`config.mk`:
```
export PLATFORM = sky130hd
export DESIGN_NAME = stuf
export DESIGN_NICKNAME = d
export VERILOG_FILES = /design/src/rtl/stuf_pkg.sv /design/src/rtl/stuf_fifo.sv /design/src/rtl/stuf.sv
export SDC_FILE = /design/constraint.sdc
export NUM_CORES = 1
export LEC_CHECK = 0
export CORE_AREA = 2 2 61 63
export DETAILED_ROUTE_END_ITERATION = 7
export DIE_AREA = 0 0 63 65
export GPL_ROUTABILITY_DRIVEN = 0
export PLACE_DENSITY = 0.7
export SLEW_MARGIN = 10
export SYNTH_ARGS = -nofsm -noshare
export SYNTH_HDL_FRONTEND = slang
export SYNTH_HIERARCHICAL = 1
export SYNTH_SLANG_ARGS = --single-unit
```
`constraint.sdc`:
```
create_clock -name clk -period 6.2 [get_ports clk]
set_input_delay 1.55 -clock clk [delete_from_list [all_inputs] [get_ports clk]]
set_output_delay 1.55 -clock clk [all_outputs]
set_load 0.02 [all_outputs]
```
`src/rtl/stuf_pkg.sv`:
```
// Shared defaults and helpers for the stuf bit-stuffing encoder.
package stuf_pkg;

  localparam int unsigned StuffLenDefault = 5;
  localparam int unsigned DepthDefault    = 16;

  // Pointer width: one extra MSB distinguishes full from empty.
  function automatic int unsigned ptr_width(input int unsigned depth);
    return $clog2(depth) + 1;
  endfunction

  typedef enum logic [1:0] {
    ActIdle,
    ActStuff,
    ActPass
  } act_e;

endpackage

```
`src/rtl/stuf_fifo.sv`:
```
// 1-bit-wide synchronous FIFO with async active-high reset; overflowing pushes are dropped.
module stuf_fifo
  import stuf_pkg::*;
#(
  parameter int unsigned DEPTH = DepthDefault
) (
  input  logic clk,
  input  logic rst,
  input  logic push_i,
  input  logic data_i,
  input  logic pop_i,
  output logic data_o,
  output logic empty_o
);

  localparam int unsigned PtrW  = ptr_width(DEPTH);
  localparam int unsigned AddrW = PtrW - 1;

  logic [PtrW-1:0]  wr_ptr_q, wr_ptr_d;
  logic [PtrW-1:0]  rd_ptr_q, rd_ptr_d;
  logic [DEPTH-1:0] mem_q, mem_d;
  logic             full;
  logic             push_ok;
  logic             pop_ok;

  assign empty_o = (wr_ptr_q == rd_ptr_q);
  assign full    = (wr_ptr_q[PtrW-1] != rd_ptr_q[PtrW-1]) &&
                   (wr_ptr_q[AddrW-1:0] == rd_ptr_q[AddrW-1:0]);
  assign pop_ok  = pop_i && !empty_o;
  // A full FIFO still takes a push when a pop frees a slot in the same cycle.
  assign push_ok = push_i && (!full || pop_ok);
  assign data_o  = mem_q[rd_ptr_q[AddrW-1:0]];

  always_comb begin
    mem_d    = mem_q;
    wr_ptr_d = wr_ptr_q;
    rd_ptr_d = rd_ptr_q;
    if (push_ok) begin
      mem_d[wr_ptr_q[AddrW-1:0]] = data_i;
      wr_ptr_d                   = wr_ptr_q + PtrW'(1);
    end
    if (pop_ok) begin
      rd_ptr_d = rd_ptr_q + PtrW'(1);
    end
  end

  always_ff @(posedge clk or posedge rst) begin
    if (rst) begin
      mem_q    <= '0;
      wr_ptr_q <= '0;
      rd_ptr_q <= '0;
    end else begin
      mem_q    <= mem_d;
      wr_ptr_q <= wr_ptr_d;
      rd_ptr_q <= rd_ptr_d;
    end
  end

endmodule

```
`src/rtl/stuf.sv`:
```
// HDLC-style bit-stuffing encoder: inserts a 0 after every STUFF_LEN consecutive 1s.
// Define STUF_IDLE_CLEAR_EN to restart the run count on every idle output cycle.
module stuf
  import stuf_pkg::*;
#(
  parameter int unsigned STUFF_LEN = StuffLenDefault,
  parameter int unsigned DEPTH     = DepthDefault
) (
  input  logic clk,
  input  logic rst,
  input  logic valid_in,
  input  logic data_in,
  output logic valid_stuffed,
  output logic stuffed_data
);

  localparam int unsigned CntW = $clog2(STUFF_LEN + 1);

  logic [CntW-1:0] ones_q, ones_d;
  logic            valid_q, valid_d;
  logic            data_q, data_d;
  logic            fifo_data;
  logic            fifo_empty;
  logic            pop;
  act_e            act;

  stuf_fifo #(
    .DEPTH (DEPTH)
  ) u_fifo (
    .clk     (clk),
    .rst     (rst),
    .push_i  (valid_in),
    .data_i  (data_in),
    .pop_i   (pop),
    .data_o  (fifo_data),
    .empty_o (fifo_empty)
  );

  // A pending stuff takes priority over draining the backlog.
  always_comb begin
    act = ActIdle;
    if (ones_q == CntW'(STUFF_LEN)) begin
      act = ActStuff;
    end else if (!fifo_empty) begin
      act = ActPass;
    end
  end

  always_ff @(posedge clk or posedge rst) begin
    if (rst) begin
      ones_q  <= '0;
      valid_q <= 1'b0;
      data_q  <= 1'b0;
    end else begin
      ones_q  <= ones_d;
      valid_q <= valid_d;
      data_q  <= data_d;
    end
  end

  always_comb begin
    ones_d = ones_q;
    unique case (act)
      ActStuff: ones_d = '0;
      ActPass:  ones_d = fifo_data ? ones_q + CntW'(1) : '0;
      ActIdle: begin
`ifdef STUF_IDLE_CLEAR_EN
        ones_d = '0;
`else
        ones_d = ones_q;
`endif
      end
      default:  ones_d = ones_q;
    endcase
  end

  always_comb begin
    valid_d = 1'b0;
    data_d  = 1'b0;
    pop     = 1'b0;
    unique case (act)
      ActStuff: valid_d = 1'b1;
      ActPass: begin
        valid_d = 1'b1;
        data_d  = fifo_data;
        pop     = 1'b1;
      end
      default: begin
        valid_d = 1'b0;
        data_d  = 1'b0;
      end
    endcase
  end

  assign valid_stuffed = valid_q;
  assign stuffed_data  = data_q;

endmodule

```
# Word-level counts from Yosys, hierarchy flattened
# Index checks and enable logic that the tools add are counted.
# op_classes
addsub	3
n_mul	0
div_mod_pow	0
order_cmp	3
n_eq_ne	6
shift	0
muxes	12
n_bitwise	0
n_reduce_logical	9
# ops
operator	n
$bwmux W16	1
$add A5 B1 Y5 const B	2
$lt A4 B5 Y1 const B	2
$pmux W3 S2	1
$eq A5 B5 Y1	1
$mux W1	5
$bmux W1 S4	1
$demux W1 S4	1
$eq A4 B4 Y1	1
$ge A4 B1 Y1 const B	1
$logic_and A1 B1 Y1	4
$mux W2	2
$add A3 B1 Y3 const B	1
$eq A3 B3 Y1 const B	1
$mux W3	1
$eq A2 B1 Y1 const B	1
$eq A2 B2 Y1 const B	1
$logic_not A1 Y1	2
$reduce_bool A2 Y1	1
$reduce_or A2 Y1	1
$logic_or A1 B1 Y1	1
$ne A1 B1 Y1	1
# totals
ff_bits	31
latch_bits	0
ramBits	0
romBits	0
inputBits	4
out_inout_bits	2
wordCells	39
mem_count	0

# Depth between registers and ports, before layout
# Gate-level depths: netlist of run 1.
# depth
word_depth	8
depth_mapped	11
depth_no_buf	7

# Hierarchy
# Netlist of run 1, hierarchy kept.
# modules_own_cells
module	n_inst	cells_per_inst	area_each_um2
stuf_fifo	1	130	1562.7
stuf	1	24	249.0

# Least setup slack after synthesis of run 1
# OpenSTA, ideal clock, no wires.
# synth_path
path_type	reg-to-reg
from	register u_fifo.rd_ptr_q[0]
to	register u_fifo.wr_ptr_q[1]
t_arrival_ns	2.289
required_ns	6.075
path_slack_ns	3.786
path_stages_with_launch	11
period_less_slack_ns	2.414
cell_sequence	dfrtp_1 > buf_6 > xnor2_2 > nand4_2 > buf_2 > nor2_1 > a21oi_1 > nand2b_1 > buf_2 > o21ai_1 > mux2_2
# synth_via
elab_chain_len	8
# synth_rtl
element	line_no	source
start: declaration	stuf_fifo.sv:20	logic [PtrW-1:0] rd_ptr_q, rd_ptr_d;
start signal: assignment	stuf_fifo.sv:55	rd_ptr_q <= rd_ptr_d;
$eq A5 B5 Y1	stuf_fifo.sv:26	assign empty_o = (wr_ptr_q == rd_ptr_q);
named net fifo_empty	stuf.sv:23	logic fifo_empty;
$mux W2	stuf.sv:44	end else if (!fifo_empty) begin
$mux W2	stuf.sv:42	if (ones_q == CntW'(STUFF_LEN)) begin
$eq A2 B2 Y1	stuf.sv:81	unique case (act)
$mux W1	stuf.sv:81	
named net pop	stuf.sv:24	logic pop;
$logic_and A1 B1 Y1	stuf_fifo.sv:29	assign pop_ok = pop_i && !empty_o;
$logic_or A1 B1 Y1	stuf_fifo.sv:31	assign push_ok = push_i && (!full || pop_ok);
$logic_and A1 B1 Y1	stuf_fifo.sv:31	
end signal: assignment	stuf_fifo.sv:54	wr_ptr_q <= wr_ptr_d;
end: declaration	stuf_fifo.sv:19	logic [PtrW-1:0] wr_ptr_q, wr_ptr_d;
# The timed path passes the listed nets, and every way through them passes these cells.
# A chain may end at the register's enable or synchronous reset.

# Final worst setup path of run 1
# layout_path
from	register u_fifo.rd_ptr_q[0]
to	register u_fifo.mem_q[9]
# layout_via
elab_chain_len	8
# layout_rtl
element	line_no	source
$eq A5 B5 Y1	stuf_fifo.sv:26	
named net fifo_empty	stuf.sv:23	
$mux W2	stuf.sv:44	
$mux W2	stuf.sv:42	
$eq A2 B2 Y1	stuf.sv:81	
$mux W1	stuf.sv:81	
named net pop	stuf.sv:24	
$logic_and A1 B1 Y1	stuf_fifo.sv:29	
$logic_or A1 B1 Y1	stuf_fifo.sv:31	
$logic_and A1 B1 Y1	stuf_fifo.sv:31	
end signal: assignment	stuf_fifo.sv:53	mem_q <= mem_d;
end: declaration	stuf_fifo.sv:21	logic [DEPTH-1:0] mem_q, mem_d;
# The timed path passes the listed nets, and every way through them passes these cells.

==> impl_metrics.csv, run 1 <==
group,metric,value,unit
synthesis,syn_avg_cell_area,11.76,um2
clock_network,cts-root-buf,"clkbuf_4",
clock_network,cts_resized,0,
critical_path,slowest_delay,580,ps
layout,nNetsFinal,162,
synthesis,synth_top_area_cell,"dfrtp_1",
synthesis,syn_nets,165,
sta,final.setup_skew,13.20,ps
layout,fin_util,53.19,%
place,dpl-instance-area,1818,um2
grt,grt_pass1_wl,6134,um
floorplan,fp.dieH,65,um
layout,multi_input_area,909.6,um2
synthesis,seq_area_frac_synth,42.82,%
route,wl_per_cell,17.36,um
clock_network,cts_max_level,2,
power_and_ir_drop,vdd_drop_max,0.1853,mV
sta,worst_slew_pin_slew,955.2,ps
synthesis,synthesis.area,1812,um2
layout,final_area,1859,um2
clock_network,cts_buffer_depth,2,
power_and_ir_drop,power,0.9939,mW
critical_path,worstSetupStartpointType,"flop",
floorplan,core,3496,um2
power_and_ir_drop,pwr_density_cell,534.6,nW/um2
route,vias_per_cell,6.374,
sta,setup_ws,2740,ps
synthesis,syn_inst,154,
synthesis,synth_edf_count,0,
critical_path,cp_top_family,"simple AND/OR/NAND/NOR gates",
floorplan,ioPinCount,6,
synthesis,yosys_warnings,6,
critical_path,required,6410,ps
synthesis,synth_top_area_share,42.82,%
synthesis,ys_async_sr_fraction,100.0,%
clock_network,clock_sinks,31,
grt,grt_max_degree,27,
clock_network,cts_tree,"built",
route,ant_nets,0,
sta,fin_setup_tns,0,ps
power_and_ir_drop,power_frac_comb,47.6,%
outcome,status,"completed",
layout,filler_cell_count,325,
sta,hold_viol,0,
grt,gr-total-overflow,0,
floorplan,die_width,63,um
synthesis,ys_types,36,
grt,track_usage,19.71,%
route,finalWirelength,3437,um
job,drv_cap,0,
clock_network,hold_buffers,0,
sta,fin_crit_sh,55.80,%
critical_path,cp_max_fo,26,
route,vias,1262,
power_and_ir_drop,power.internal,0.5854,mW
route,drt_iter0_markers,56,
synthesis,synth-seq-cells,31,
critical_path,cp_cell_sequence,"xnor2_2, nand4_2, nor2_1, a21oi_1, nand2b_1, or2_1, a32o_1",
power_and_ir_drop,leakage,0.7224,nW
grt,antenna_found_initial,0,
place,place_ws,2794,ps
critical_path,arrival,3670,ps
sta,rsz0062_at_grt,"false",
clock_network,clk_latency,330,ps
floorplan,start_util,51.83,%
sta,slew_headroom,36.25,%
layout,drive_above_1_share,12.00,%
sta,finalCriticalPeriod,3460,ps
power_and_ir_drop,swShare,41.10,%
power_and_ir_drop,clkPwrFrac,10.2,%
min_path,hp-class,"reg2reg",
sta,setup_viol,0,
route,drc,0,
floorplan,row_count,22,
layout,syn2layout_area_growth,2.624,%
synthesis,synth_flop_cell,"dfrtp_1",
power_and_ir_drop,power.share.sequential,42.2,%
critical_path,cp.buffers_inverters,0,
sta,clock.fmax,289.0,MHz
layout,n_antenna_cell,0,
route,firstDrtPassIters,4,
grt,grt_pass1_vias,1305,
power_and_ir_drop,p_switching,0.4085,mW
critical_path,endpoint_kind,"flop",
floorplan,die_area,4095,um2
clock_network,clkTransAtPathRegs,90,ps
sta,final-max-slew-violation-count,0,
place,dp_hpwl,2511,um
critical_path,crit_slowest_cell,"dfrtp_1",
place,port_buffers,5,
synthesis,synth_area_leaders,"dfrtp_1 43%, a32o_1 8.8%, o2111ai_1 5.8%",
clock_network,cts_buffers,5,
clock_network,cts_setup_buffers,0,
critical_path,path_class,"reg2reg",
layout,regArea,775.7,um2
[cell families (layout without fill, tap and decap cells)]
kind of cell	after synthesis	in the layout	share of synthesized area (%)
muxes	7	7	6.768
xor gates and xnor gates	12	12	7.459
adders and majority gates	7	7	4.834
DFF	31	31	42.82
and+or+nand+nor	28	28	9.323
buffers and inverters	21	17	6.975
AOI/OAI and AO/OA	48	48	21.82
[worst register-to-register path, stage by stage (launching register included)]
cell,delay (ps)
dfrtp_1,580
xnor2_2,170
nand4_2,480
nor2_1,520
a21oi_1,170
nand2b_1,470
or2_1,580
a32o_1,360
[synth_stat cells, types with 2 or more instances]
cell and n:
dfrtp_1 31, a32o_1 16, o2111ai_1 12, ha_1 7
o211ai_1 7, xnor2_1 7, a21oi_1 6, inv_1 6
nor2b_1 6, buf_2 5, buf_6 5, nand2_1 5
and2_1 4, mux4_2 4, xnor2_2 4, buf_1 3
nor2_1 3, and3_1 2, mux2_2 2, nand2b_1 2
o21ai_0 2
[cell type report]
cell class / count / area share, %
sequential: 31 / 41.72
inverter: 6 / 1.211
clock buffer: 6 / 2.221
multi-input combinational: 102 / 48.92
timing repair buffer: 5 / 2.692
tap: 48 / 3.230
[final timing paths]
kind | startpoint | endpoint | slack [ps] | cells past startpoint
worst max-delay path | u_fifo/rd_ptr_q[0] | u_fifo/mem_q[9] | 2740 | 7
worst min-delay path | u_fifo/mem_q[7] | u_fifo/mem_q[7] | 500 | 1
worst max register to register | u_fifo/rd_ptr_q[0] | u_fifo/mem_q[9] | 2740 | 7
worst min register to register | u_fifo/mem_q[7] | u_fifo/mem_q[7] | 500 | 1
max in group asynchronous | rst | u_fifo/mem_q[8] | 3840 | 2
min in group asynchronous | rst | ones_q[0] | 1430 | 2
[cells in the final DEF (no fill, tap or decap), types with 5 or more instances in the layout]
cell type,netlist,layout
a21oi_1,6,6
a32o_1,16,16
clkbuf_4,0,5
clkdlybuf4s50_1,0,5
dfrtp_1,31,31
ha_1,7,7
inv_1,6,6
nand2_1,5,5
nor2b_1,6,6
o2111ai_1,12,12
o211ai_1,7,7
xnor2_1,7,7
[routing by layer]
metal	GRT usage, %	vias to the layer above	share of wire [%]
li1	-	586	-
met1	22.78	639	44
met2	34.71	29	51
met3	5.035	8	3.8
met4	8.333	0	2.1
met5	0	-	0
[per-stage QoR]
stage | instances | hold slack [ps]
after floorplan | 154 | 460.5
after global placement | 192 | 479.8
after detailed placement | 192 | 480.5
after CTS | 198 | 500.5
after global routing | 198 | 527.8
final | 198 | 498.8
[sequential cells by signal, summed over array words and instances, names as in the netlist]
name and flops:
u_fifo/rd_ptr_q 5, u_fifo/mem_q 16, valid_stuffed 1, ones_q 3
stuffed_data 1, u_fifo/wr_ptr_q 5
[power by group through the flow]
stage	logic, mW	registers [mW]	clock network, mW
2_1_floorplan	0.457	0.360	0
3_3_place_gp	0.460	0.416	0
3_5_place_dp	0.472	0.424	0
4_1_cts	0.475	0.419	0.104
5_1_grt	0.523	0.437	0.115
6_report	0.473	0.420	0.101
No activity file was read; power rests on OpenSTA's default activity.
==> inputs of run 2 (changes only) <==
PLACE_DENSITY = 0.73   (was 0.7)
clock period = 3.05 ns   (was 6.2 ns; I/O delays follow)
==> impl_metrics.csv, run 2 (synthesis results as in run 1) <==
group,metric,value,unit
outcome,status,"completed",
clock_network,cts_resized,0,
sta,fin_setup_tns,0,ps
clock_network,clk_latency,340,ps
layout,n_antenna_cell,0,
layout,layout_common_cells,"31 x dfrtp_1, 16 x a32o_1, 12 x o2111ai_1",
critical_path,r2r-end,"u_fifo/wr_ptr_q[1]",
layout,layout_commonest_cell,"dfrtp_1",
clock_network,clock_sinks,31,
clock_network,cts_buffer_depth,2,
grt,grt_pass1_vias,1253,
critical_path,r2r_start,"u_fifo/rd_ptr_q[0]",
floorplan,core,3496,um2
critical_path,cp_cell_sequence,"xnor2_2, nand4_2, nor2_1, a21oi_1, nand2b_1, buf_4, o21ai_1, mux2_2",
place,dp_cells,195,
layout,reg_top3,"u_fifo/mem_q x16, u_fifo/rd_ptr_q x5, u_fifo/wr_ptr_q x5",
min_path,min-delay-start,"u_fifo/mem_q[2]",
floorplan,die_area,4095,um2
sta,rsz0062_at_grt,"false",
sta,final-max-slew-violation-count,0,
min_path,min_to,"u_fifo/mem_q[2]",
critical_path,endpoint_kind,"flop",
critical_path,crit_slowest_cell,"dfrtp_1",
floorplan,fp.dieH,65,um
layout,nNetsFinal,165,
job,drv_cap,0,
min_path,hold_depth,1,
critical_path,required,3280,ps
layout,syn2layout_area_growth,4.351,%
grt,gr-total-overflow,0,
sta,hold_viol,0,
critical_path,cp.buffers_inverters,1,
clock_network,hold_buffers,0,
route,wl_per_cell,18.08,um
grt,grt_pass1_wl,6037,um
layout,filler_cell_count,315,
sta,worst_slew_pin_slew,529.5,ps
critical_path,cp_top_family,"simple AND/OR/NAND/NOR gates",
layout,top_register,"u_fifo/mem_q",
power_and_ir_drop,leakage,0.7407,nW
critical_path,slowest_delay,570,ps
sta,fin_crit_sh,82.03,%
layout,fin_util,54.08,%
power_and_ir_drop,pwr_density_cell,1103,nW/um2
layout,drive_above_1_share,14.19,%
clock_network,cts_tree,"built",
route,ant_nets,0,
sta,clock.fmax,399.7,MHz
critical_path,arrival,2730,ps
place,dp_hpwl,2605,um
sta,finalCriticalPeriod,2502,ps
route,finalWirelength,3670,um
clock_network,clkTransAtPathRegs,100,ps
clock_network,cts_setup_buffers,0,
critical_path,worstSetupStartpointType,"flop",
route,drc,0,
grt,track_usage,19.49,%
sta,slew_headroom,64.70,%
route,vias_per_cell,6.355,
critical_path,cp_max_fo,19,
floorplan,ioPinCount,6,
clock_network,cts_max_level,2,
layout,fin_cells,203,
sta,setup_viol,0,
critical_path,reg2regPathDepth,8,
floorplan,start_util,51.83,%
critical_path,r2r_setup_slack,550,ps
grt,grt_max_degree,27,
clock_network,cts-root-buf,"clkbuf_4",
route,vias,1290,
route,firstDrtPassIters,4,
place,port_buffers,5,
floorplan,row_count,22,
route,drt_iter0_markers,51,
grt,antenna_found_initial,0,
min_path,hp-class,"reg2reg",
clock_network,cts_buffers,5,
floorplan,die_width,63,um
critical_path,path_class,"reg2reg",
power_and_ir_drop,vdd_drop_max,0.4329,mV
layout,largest_reg_flops,16,
sta,timing.hold.ws,519.1,ps
sta,final.setup_skew,11.65,ps
==> run 2: final cells by class <==
| type | count | area [um2] | share of cell area [%] |
|---|---|---|---|
| clock inverter | 1 | 5.005 | 0.2647 |
| multi-input combinational | 102 | 909.6 | 48.11 |
| inverter | 6 | 22.52 | 1.191 |
| clock buffer | 7 | 45.04 | 2.383 |
| sequential | 31 | 775.7 | 41.03 |
| timing repair buffer | 8 | 72.57 | 3.839 |
| tap | 48 | 60.06 | 3.177 |
==> run 2: report_power, final <==
group	switching (mW)	total (mW)	internal (mW)	leakage, nW
Clock	0.141	0.231	0.0897	0.0293
Combinational	0.486	1.00	0.517	0.329
Sequential	0.247	0.852	0.606	0.383
Total	0.874	2.09	1.21	0.741
==> run 2: worst max path at each step <==
stage / startpoint / end / slack (ps) / depth (start not counted)
after floorplan: u_fifo/rd_ptr_q[0] / u_fifo/wr_ptr_q[1] / 640 / 10
after global placement: valid_in / u_fifo/mem_q[1] / 660 / 4
after detailed placement: valid_in / u_fifo/mem_q[1] / 590 / 4
after CTS: u_fifo/rd_ptr_q[0] / u_fifo/wr_ptr_q[1] / 580 / 8
after global routing: u_fifo/rd_ptr_q[0] / u_fifo/wr_ptr_q[1] / 370 / 8
final: u_fifo/rd_ptr_q[0] / u_fifo/wr_ptr_q[1] / 550 / 8
==> run 2: worst register-to-register path, delay by kind of cell, from the launching register on <==
kind                   cells  cell delay (ps)
AND/OR/NAND/NOR            3              670
flip-flops                 1              570
buffers and inverters      1              220
multiplexers               1              360
XOR/XNOR                   1              170
AO/OA/AOI/OAI              2              400
==> run 2: through the flow <==
stage | worst slack (ps) | power (mW) | area (um2)
floorplan | 636.2 | 1.661 | 1812
global placement | 657.2 | 1.803 | 1841
detailed placement | 594.2 | 1.856 | 1841
CTS | 577.0 | 2.093 | 1891
global route | 371.5 | 2.231 | 1891
finish | 548.0 | 2.086 | 1891
==> run 2: metal layers <==
| metal | vias up | track usage, % | part of all wire, % |
|---|---|---|---|
| met3 | 8 | 5.382 | 5.6 |
| met2 | 33 | 33.38 | 50 |
| met5 | - | 0 | 0 |
| li1 | 590 | - | - |
| met4 | 0 | 8.056 | 1.9 |
| met1 | 659 | 23.13 | 42 |
==> inputs of run 3 (changes only) <==
PLACE_DENSITY = 0.7   (was 0.73)
clock period = 2.4 ns   (was 3.05 ns; I/O delays follow)
==> impl_metrics.csv, run 3 (synthesis results as in run 1) <==
group,metric,value,unit
layout,final_area,1964,um2
clock_network,clkTransAtPathRegs,100,ps
floorplan,core,3496,um2
grt,grt_pass1_vias,1380,
sta,worst_slew_pin_slew,589.2,ps
route,wl_per_cell,17.60,um
floorplan,die_width,63,um
floorplan,row_count,22,
grt,track_usage,21.17,%
clock_network,cts-root-buf,"clkbuf_4",
min_path,hp-class,"in2async",
sta,hold_viol,0,
sta,final-max-slew-violation-count,0,
critical_path,r2r-end,"u_fifo/mem_q[8]",
sta,final.setup_skew,9.380,ps
power_and_ir_drop,p_switching,1.117,mW
sta,slew_headroom,60.72,%
sta,clock.fmax,474.3,MHz
route,ant_nets,0,
layout,reg_top3,"u_fifo/mem_q x16, u_fifo/rd_ptr_q x5, u_fifo/wr_ptr_q x5",
critical_path,worstSetupStartpointType,"flop",
grt,grt_pass1_wl,6672,um
layout,layout_common_cells,"31 x dfrtp_1, 16 x a32o_1, 12 x o2111ai_1",
layout,layout_commonest_cell,"dfrtp_1",
critical_path,r2r_start,"u_fifo/wr_ptr_q[3]",
critical_path,path_class,"reg2reg",
clock_network,cts_setup_buffers,0,
power_and_ir_drop,power_frac_comb,51.3,%
sta,timing.hold.ws,484.6,ps
layout,filler_cell_count,319,
route,vias_per_cell,6.329,
layout,syn2layout_area_growth,8.425,%
route,drc,0,
sta,setup_viol,0,
sta,finalCriticalPeriod,2109,ps
place,dp_hpwl,2581,um
job,drv_cap,0,
clock_network,clk_latency,330,ps
grt,antenna_found_initial,0,
clock_network,cts_buffers,5,
floorplan,ioPinCount,6,
sta,fin_setup_tns,0,ps
power_and_ir_drop,leakage,0.7834,nW
place,dp_cells,202,
layout,n_antenna_cell,0,
floorplan,die_area,4095,um2
layout,top_register,"u_fifo/mem_q",
place,dpl-instance-area,1896,um2
critical_path,endpoint_kind,"flop",
route,finalWirelength,3697,um
critical_path,cp_max_fo,16,
layout,nNetsFinal,172,
grt,grt_max_degree,27,
route,firstDrtPassIters,4,
sta,rsz0062_at_grt,"false",
power_and_ir_drop,swShare,40.21,%
layout,drive_above_1_share,19.14,%
clock_network,cts_max_level,2,
clock_network,clock_sinks,31,
layout,fin_cells,210,
route,vias,1329,
outcome,status,"completed",
grt,gr-total-overflow,0,
clock_network,cts_resized,0,
sta,fin_crit_sh,87.85,%
power_and_ir_drop,clkPwrFrac,12.7,%
place,port_buffers,5,
clock_network,cts_buffer_depth,2,
route,drt_iter0_markers,65,
power_and_ir_drop,power.internal,1.662,mW
critical_path,r2r_setup_slack,290,ps
floorplan,fp.dieH,65,um
critical_path,arrival,2320,ps
critical_path,reg2regPathDepth,7,
power_and_ir_drop,power.share.sequential,36.0,%
clock_network,cts_tree,"built",
power_and_ir_drop,power,2.779,mW
floorplan,start_util,51.83,%
power_and_ir_drop,vdd_drop_max,0.7124,mV
power_and_ir_drop,pwr_density_cell,1415,nW/um2
clock_network,hold_buffers,0,
layout,largest_reg_flops,16,
critical_path,required,2610,ps
-- run 3: changes by cell type in the layout (fill, tap and decap cells not counted) --
cell and change:
clkbuf_8 +2, clkinv_2 -1, buf_4 +7, nor2_1 -1, clkbuf_1 -1, nor2_2 +1
-- run 3: power groups by stage --
stage	Clock (mW)	Sequential [mW]	Combinational (mW)
after floorplan	0	0.930	1.19
after global placement	0	0.991	1.38
after detailed placement	0	1.01	1.43
after CTS	0.363	0.997	1.43
after global routing	0.392	1.04	1.59
final	0.353	1.00	1.43
-- run 3: how the worst max path moves through the flow --
| stage | start | endpoint | slack (ps) |
|---|---|---|---|
| 2_1_floorplan | u_fifo/rd_ptr_q[0] | u_fifo/wr_ptr_q[1] | 80 |
| 3_3_place_gp | u_fifo/rd_ptr_q[0] | ones_q[0] | 410 |
| 3_5_place_dp | u_fifo/wr_ptr_q[3] | u_fifo/wr_ptr_q[1] | 350 |
| 4_1_cts | u_fifo/wr_ptr_q[3] | u_fifo/wr_ptr_q[1] | 330 |
| 5_1_grt | u_fifo/wr_ptr_q[3] | u_fifo/wr_ptr_q[1] | 130 |
| 6_report | u_fifo/wr_ptr_q[3] | u_fifo/mem_q[8] | 290 |
-- run 3: worst max-delay path, cell delays in order (launching register included) --
cell and delay (ps):
dfrtp_1 480, xnor2_2 200, nand4_2 140, nor2_2 140, a21oi_1 70, nand2b_1 160, or2_1 450, a32o_1 350
-- run 3: area by class of cell --
class / count / area, um2 / share of cell area, %
inverter: 6 / 22.52 / 1.146
tap: 48 / 60.06 / 3.057
timing repair buffer: 15 / 125.1 / 6.369
sequential: 31 / 775.7 / 39.49
multi-input combinational: 102 / 912.1 / 46.43
clock buffer: 8 / 68.82 / 3.503
-- run 3: per-stage QoR --
stage | utilization, % | setup slack (ps)
floorplan | - | 78.83
global placement | 54.22 | 405.8
detailed placement | 54.22 | 350.8
CTS | 56.19 | 327.0
global route | 56.19 | 129.2
finish | 56.19 | 291.5
-- run 3: routing by layer --
layer	GRT usage [%]	share of wire [%]	vias to the layer above
li1	-	-	602
met3	4.861	6.7	13
met2	34.71	49	51
met1	26.45	41	663
met4	10.28	2.8	0
met5	0	0	-
==> RTL edit 1, RTL diff (flow settings as in run 3) <==
Add an input register stage for `valid_in` and `data_in`, with the module's reset; this delays them by one clock.
--- a/src/rtl/stuf.sv
+++ b/src/rtl/stuf.sv
@@ -16,6 +16,19 @@
 
   localparam int unsigned CntW = $clog2(STUFF_LEN + 1);
 
+  logic valid_r;
+  logic data_r;
+
+  always_ff @(posedge clk or posedge rst) begin
+    if (rst) begin
+      valid_r <= '0;
+      data_r  <= '0;
+    end else begin
+      valid_r <= valid_in;
+      data_r  <= data_in;
+    end
+  end
+
   logic [CntW-1:0] ones_q, ones_d;
   logic            valid_q, valid_d;
   logic            data_q, data_d;
@@ -29,8 +42,8 @@
   ) u_fifo (
     .clk     (clk),
     .rst     (rst),
-    .push_i  (valid_in),
-    .data_i  (data_in),
+    .push_i  (valid_r),
+    .data_i  (data_r),
     .pop_i   (pop),
     .data_o  (fifo_data),
     .empty_o (fifo_empty)
Formal check against the unedited RTL: not equivalent (a bounded check fails within 4 cycles, from zero or initial values and one cycle with rst high).
==> RTL edit 1 against run 3 <==
Sequential share of layout area rose by 0.70 points. Synthesized area is 3.1% higher. Setup slack improved by 0.025 ns. Total power is 5.5% higher. Sequential cell count is 2 higher. Wire length is 0.81% higher. Fmax increased by 1.2%. Cell area up 4.6%. Critical endpoint is now ones_q[2].
==> RTL edit 1: results <==
[run_status]
outcome = finished, final reports clean

[grt]
grt_use_met2_pct = 32.18
grt_usage_pct = 21.01
use_met1_pct = 28.85
grt_first_pass_wirelength_um = 6541
grt_util_met3_pct = 4.688
grt_pass1_vias = 1322

[logic_synthesis]
yosys-top-cells-area = dfrtp_1, a32o_1, o2111ai_1
ys_seq_area_share_pct = 44.21
synthAdderAreaFrac_pct = 4.689
synthXorXnorAreaFrac_pct = 7.234
postSynthAreaPerCell_um2 = 12.05
synth_seq_cells = 33
yosysUniqueCellTypes = 37

[sta]
tightestPinTransition_ns = 0.5623
hold_ws_ns = 0.5002

[placement]
dp_hpwl_um = 2572
dpl.cell_count = 203
dpl_cell_area_mm2 = 0.001952

[route]
totalWireLength_um = 3727
wl_met1_um = 1718
first_iter_violations = 75
via_per_inst = 6.123
wl_met3_um = 145
met2_length_um = 1800

[final_layout]
clock_area_share_pct = 4.994
n_all_inverters = 5
area_share_nonclk_buffers_pct = 6.090
final_area_mm2 = 0.002054
seq_share_pct = 40.19

[power]
powerDensity_mw_per_mm2 = 1427
p_sw_share_pct = 37.42

[worst_setup_path]
cp_slowest_stage_delay_ns = 0.53
r2r_end = ones_q[2]
slowest_stage = or4bb_1
rr_startpoint = u_fifo/rd_ptr_q[0]
crit_arrival_ns = 2.35
path_max_fanout = 6
## RTL edit 1: worst max path at each step
stage | from | to | slack [ns] | depth (start not counted)
detailed placement | u_fifo/rd_ptr_q[0] | ones_q[2] | 0.34 | 7
CTS | u_fifo/rd_ptr_q[0] | ones_q[2] | 0.33 | 7
floorplan | u_fifo/rd_ptr_q[0] | u_fifo/wr_ptr_q[1] | 0.07 | 10
global route | u_fifo/rd_ptr_q[0] | ones_q[2] | 0.19 | 7
global placement | u_fifo/rd_ptr_q[0] | ones_q[2] | 0.34 | 7
finish | u_fifo/rd_ptr_q[0] | ones_q[2] | 0.32 | 7
## RTL edit 1: critical path, delay by kind of cell, from the launching register on
family | cells | cell delay, ns
flops | 1 | 0.42
mux | 1 | 0.32
simple gates | 2 | 0.66
compound gates | 3 | 0.44
buf+inv | 1 | 0.18
==> RTL edit 2, RTL diff (flow settings as in run 3) <==
Without the edit above. `StuffLenDefault`: 5 -> 4.
--- a/src/rtl/stuf_pkg.sv
+++ b/src/rtl/stuf_pkg.sv
@@ -1,7 +1,7 @@
 // Shared defaults and helpers for the stuf bit-stuffing encoder.
 package stuf_pkg;
 
-  localparam int unsigned StuffLenDefault = 5;
+  localparam int unsigned StuffLenDefault = 4;
   localparam int unsigned DepthDefault    = 16;
 
   // Pointer width: one extra MSB distinguishes full from empty.
Function: changed (Yosys sat finds a counterexample within 10 cycles, from zero or initial values and one cycle with rst high).
==> RTL edit 2 against run 3 <==
Die area stayed put. Setup slack improved by 0.0025 ns. Combinational power is essentially flat. Synthesized area grew 0.28%. Cell area is 0.83% higher. Via count down 0.15%. Wire length decreased by 0.49%. Total power decreased by 0.15%. Sequential cell count is the same. First-iteration DRC count is 22% higher. Highest routed layer unchanged.
==> RTL edit 2: results <==
[grt]
antenna_found_initial = 0
grt_first_pass_wirelength_um = 6444
grt_max_degree = 27
grt_usage_pct = 20.54
grt_pass1_vias = 1393

[power]
p_sw_share_pct = 40.33
power_leakage_uw = 0.0007908
max-vdd-ir-drop_v = 0.0007159

[clock_network]
clk_path_buf_depth = 2
cts-htree-levels = 2
cts_root_buffer = clkbuf_4
clk_pin_slew_ns = 0.11
cts_resized = 0
clock_latency_ns = 0.33
cts_inserted_buffers = 5
cts_setup_buffers = 0

[logic_synthesis]
synthCells = 156
yosys-top-cells-area = dfrtp_1, a32o_1, o2111ai_1
yosysUniqueCellTypes = 35
async_flop_share_pct = 100.0
ys_warn_count = 6
ys_seq_area_share_pct = 42.70
synth_top_area_cell = dfrtp_1
synthTopCellsByCount = dfrtp_1, a32o_1, o2111ai_1
syn-num-nets = 167

[min_path]
worstHoldPathType = input pin to async pin

[worst_setup_path]
cp_slowest_stage_delay_ns = 0.49
crit_arrival_ns = 2.32
path_max_fanout = 16
slowest_stage = dfrtp_1
critical_path.top_delay_family = simple AND/OR/NAND/NOR gates
r2r_cells = 7
r2r_slack_ns = 0.29

[route]
first_iter_violations = 79
vias = 1327
totalWireLength_um = 3679
via_per_inst = 6.230
first_pass_iters = 4

[final_layout]
diodes = 0
drive_above_1_share_pct = 19.39
fin_nets = 175
nFillCells = 298
reg_top3 = u_fifo/mem_q (16), u_fifo/rd_ptr_q (5), u_fifo/wr_ptr_q (5)
utilization_pct = 56.66

[sta]
skew_ns = 0.01588
relSlewSlack_pct = 60.72
final-hold-violation-count = 0
setup_violations = 0

[run_status]
outcome = finished, final reports clean

[placement]
dpl.cell_count = 205
dp_hpwl_um = 2662
io_buffers = 5
dpl_cell_area_mm2 = 0.001908
==> RTL edit 2: cell types whose count changed in the layout (fill, tap and decap cells not counted), sizes merged <==
cell,before,now
clkinvlp,0,1
clkbuf,8,7
nand2b,3,2
inv,6,7
or2b,0,1
buf,10,11
nand2,5,6
==> RTL edit 2: metal layers <==
| metal | share of wire, % | vias up | global-route usage, % |
|---|---|---|---|
| met4 | 1.4 | 0 | 10.28 |
| met5 | 0 | - | 0 |
| met3 | 4.5 | 6 | 3.299 |
| met1 | 43 | 667 | 25.23 |
| li1 | - | 615 | - |
| met2 | 51 | 39 | 35.11 |
==> RTL edit 2: final cells by class <==
type                            instances  area share, %
Multi-Input combinational cell        103          46.11
Sequential cell                        31          39.17
Timing Repair Buffer                   16          6.696
Clock buffer                            7          3.285
Tap cell                               48          3.032
Inverter                                7          1.327
Clock inverter                          1         0.3790
==> RTL edit 2: power groups by stage <==
stage	Clock (uW)	Combinational (uW)	Sequential, uW
after floorplan	0	1170	928
final	358	1430	984
after CTS	370	1440	982
after detailed placement	0	1430	993
after global routing	394	1590	1010
after global placement	0	1380	976
==> RTL edit 2: per-stage QoR <==
step / hold slack [ns] / worst slack (ns)
3_5_place_dp: 0.4782 / 0.3214
3_3_place_gp: 0.4796 / 0.3483
4_1_cts: 0.4832 / 0.3139
2_1_floorplan: 0.3785 / 0.07029
6_report: 0.4844 / 0.2940
5_1_grt: 0.4983 / 0.1458
==> RTL edit 2: path summary, 6_finish.rpt <==
kind	end	from
worst max-delay path	u_fifo/mem_q[15]	u_fifo/rd_ptr_q[3]
worst min-delay path	stuffed_data	rst
worst max register to register	u_fifo/mem_q[15]	u_fifo/rd_ptr_q[3]
worst min register to register	u_fifo/mem_q[10]	u_fifo/mem_q[10]
max in group asynchronous	u_fifo/mem_q[15]	rst
min in group clk	u_fifo/mem_q[10]	u_fifo/mem_q[10]
==> RTL edit 2: cells by family (layout without fill, tap and decap cells) <==
group | Yosys count | count (layout) | share of synthesized area [%]
XOR/XNOR | 12 | 12 | 7.438
AO/OA/AOI/OAI | 48 | 48 | 21.97
flip-flops | 31 | 31 | 42.70
AND/OR/NAND/NOR | 29 | 29 | 9.160
adder cells (fa/ha/maj) | 7 | 7 | 4.821
multiplexers | 7 | 7 | 6.749
buffers and inverters | 22 | 31 | 7.162
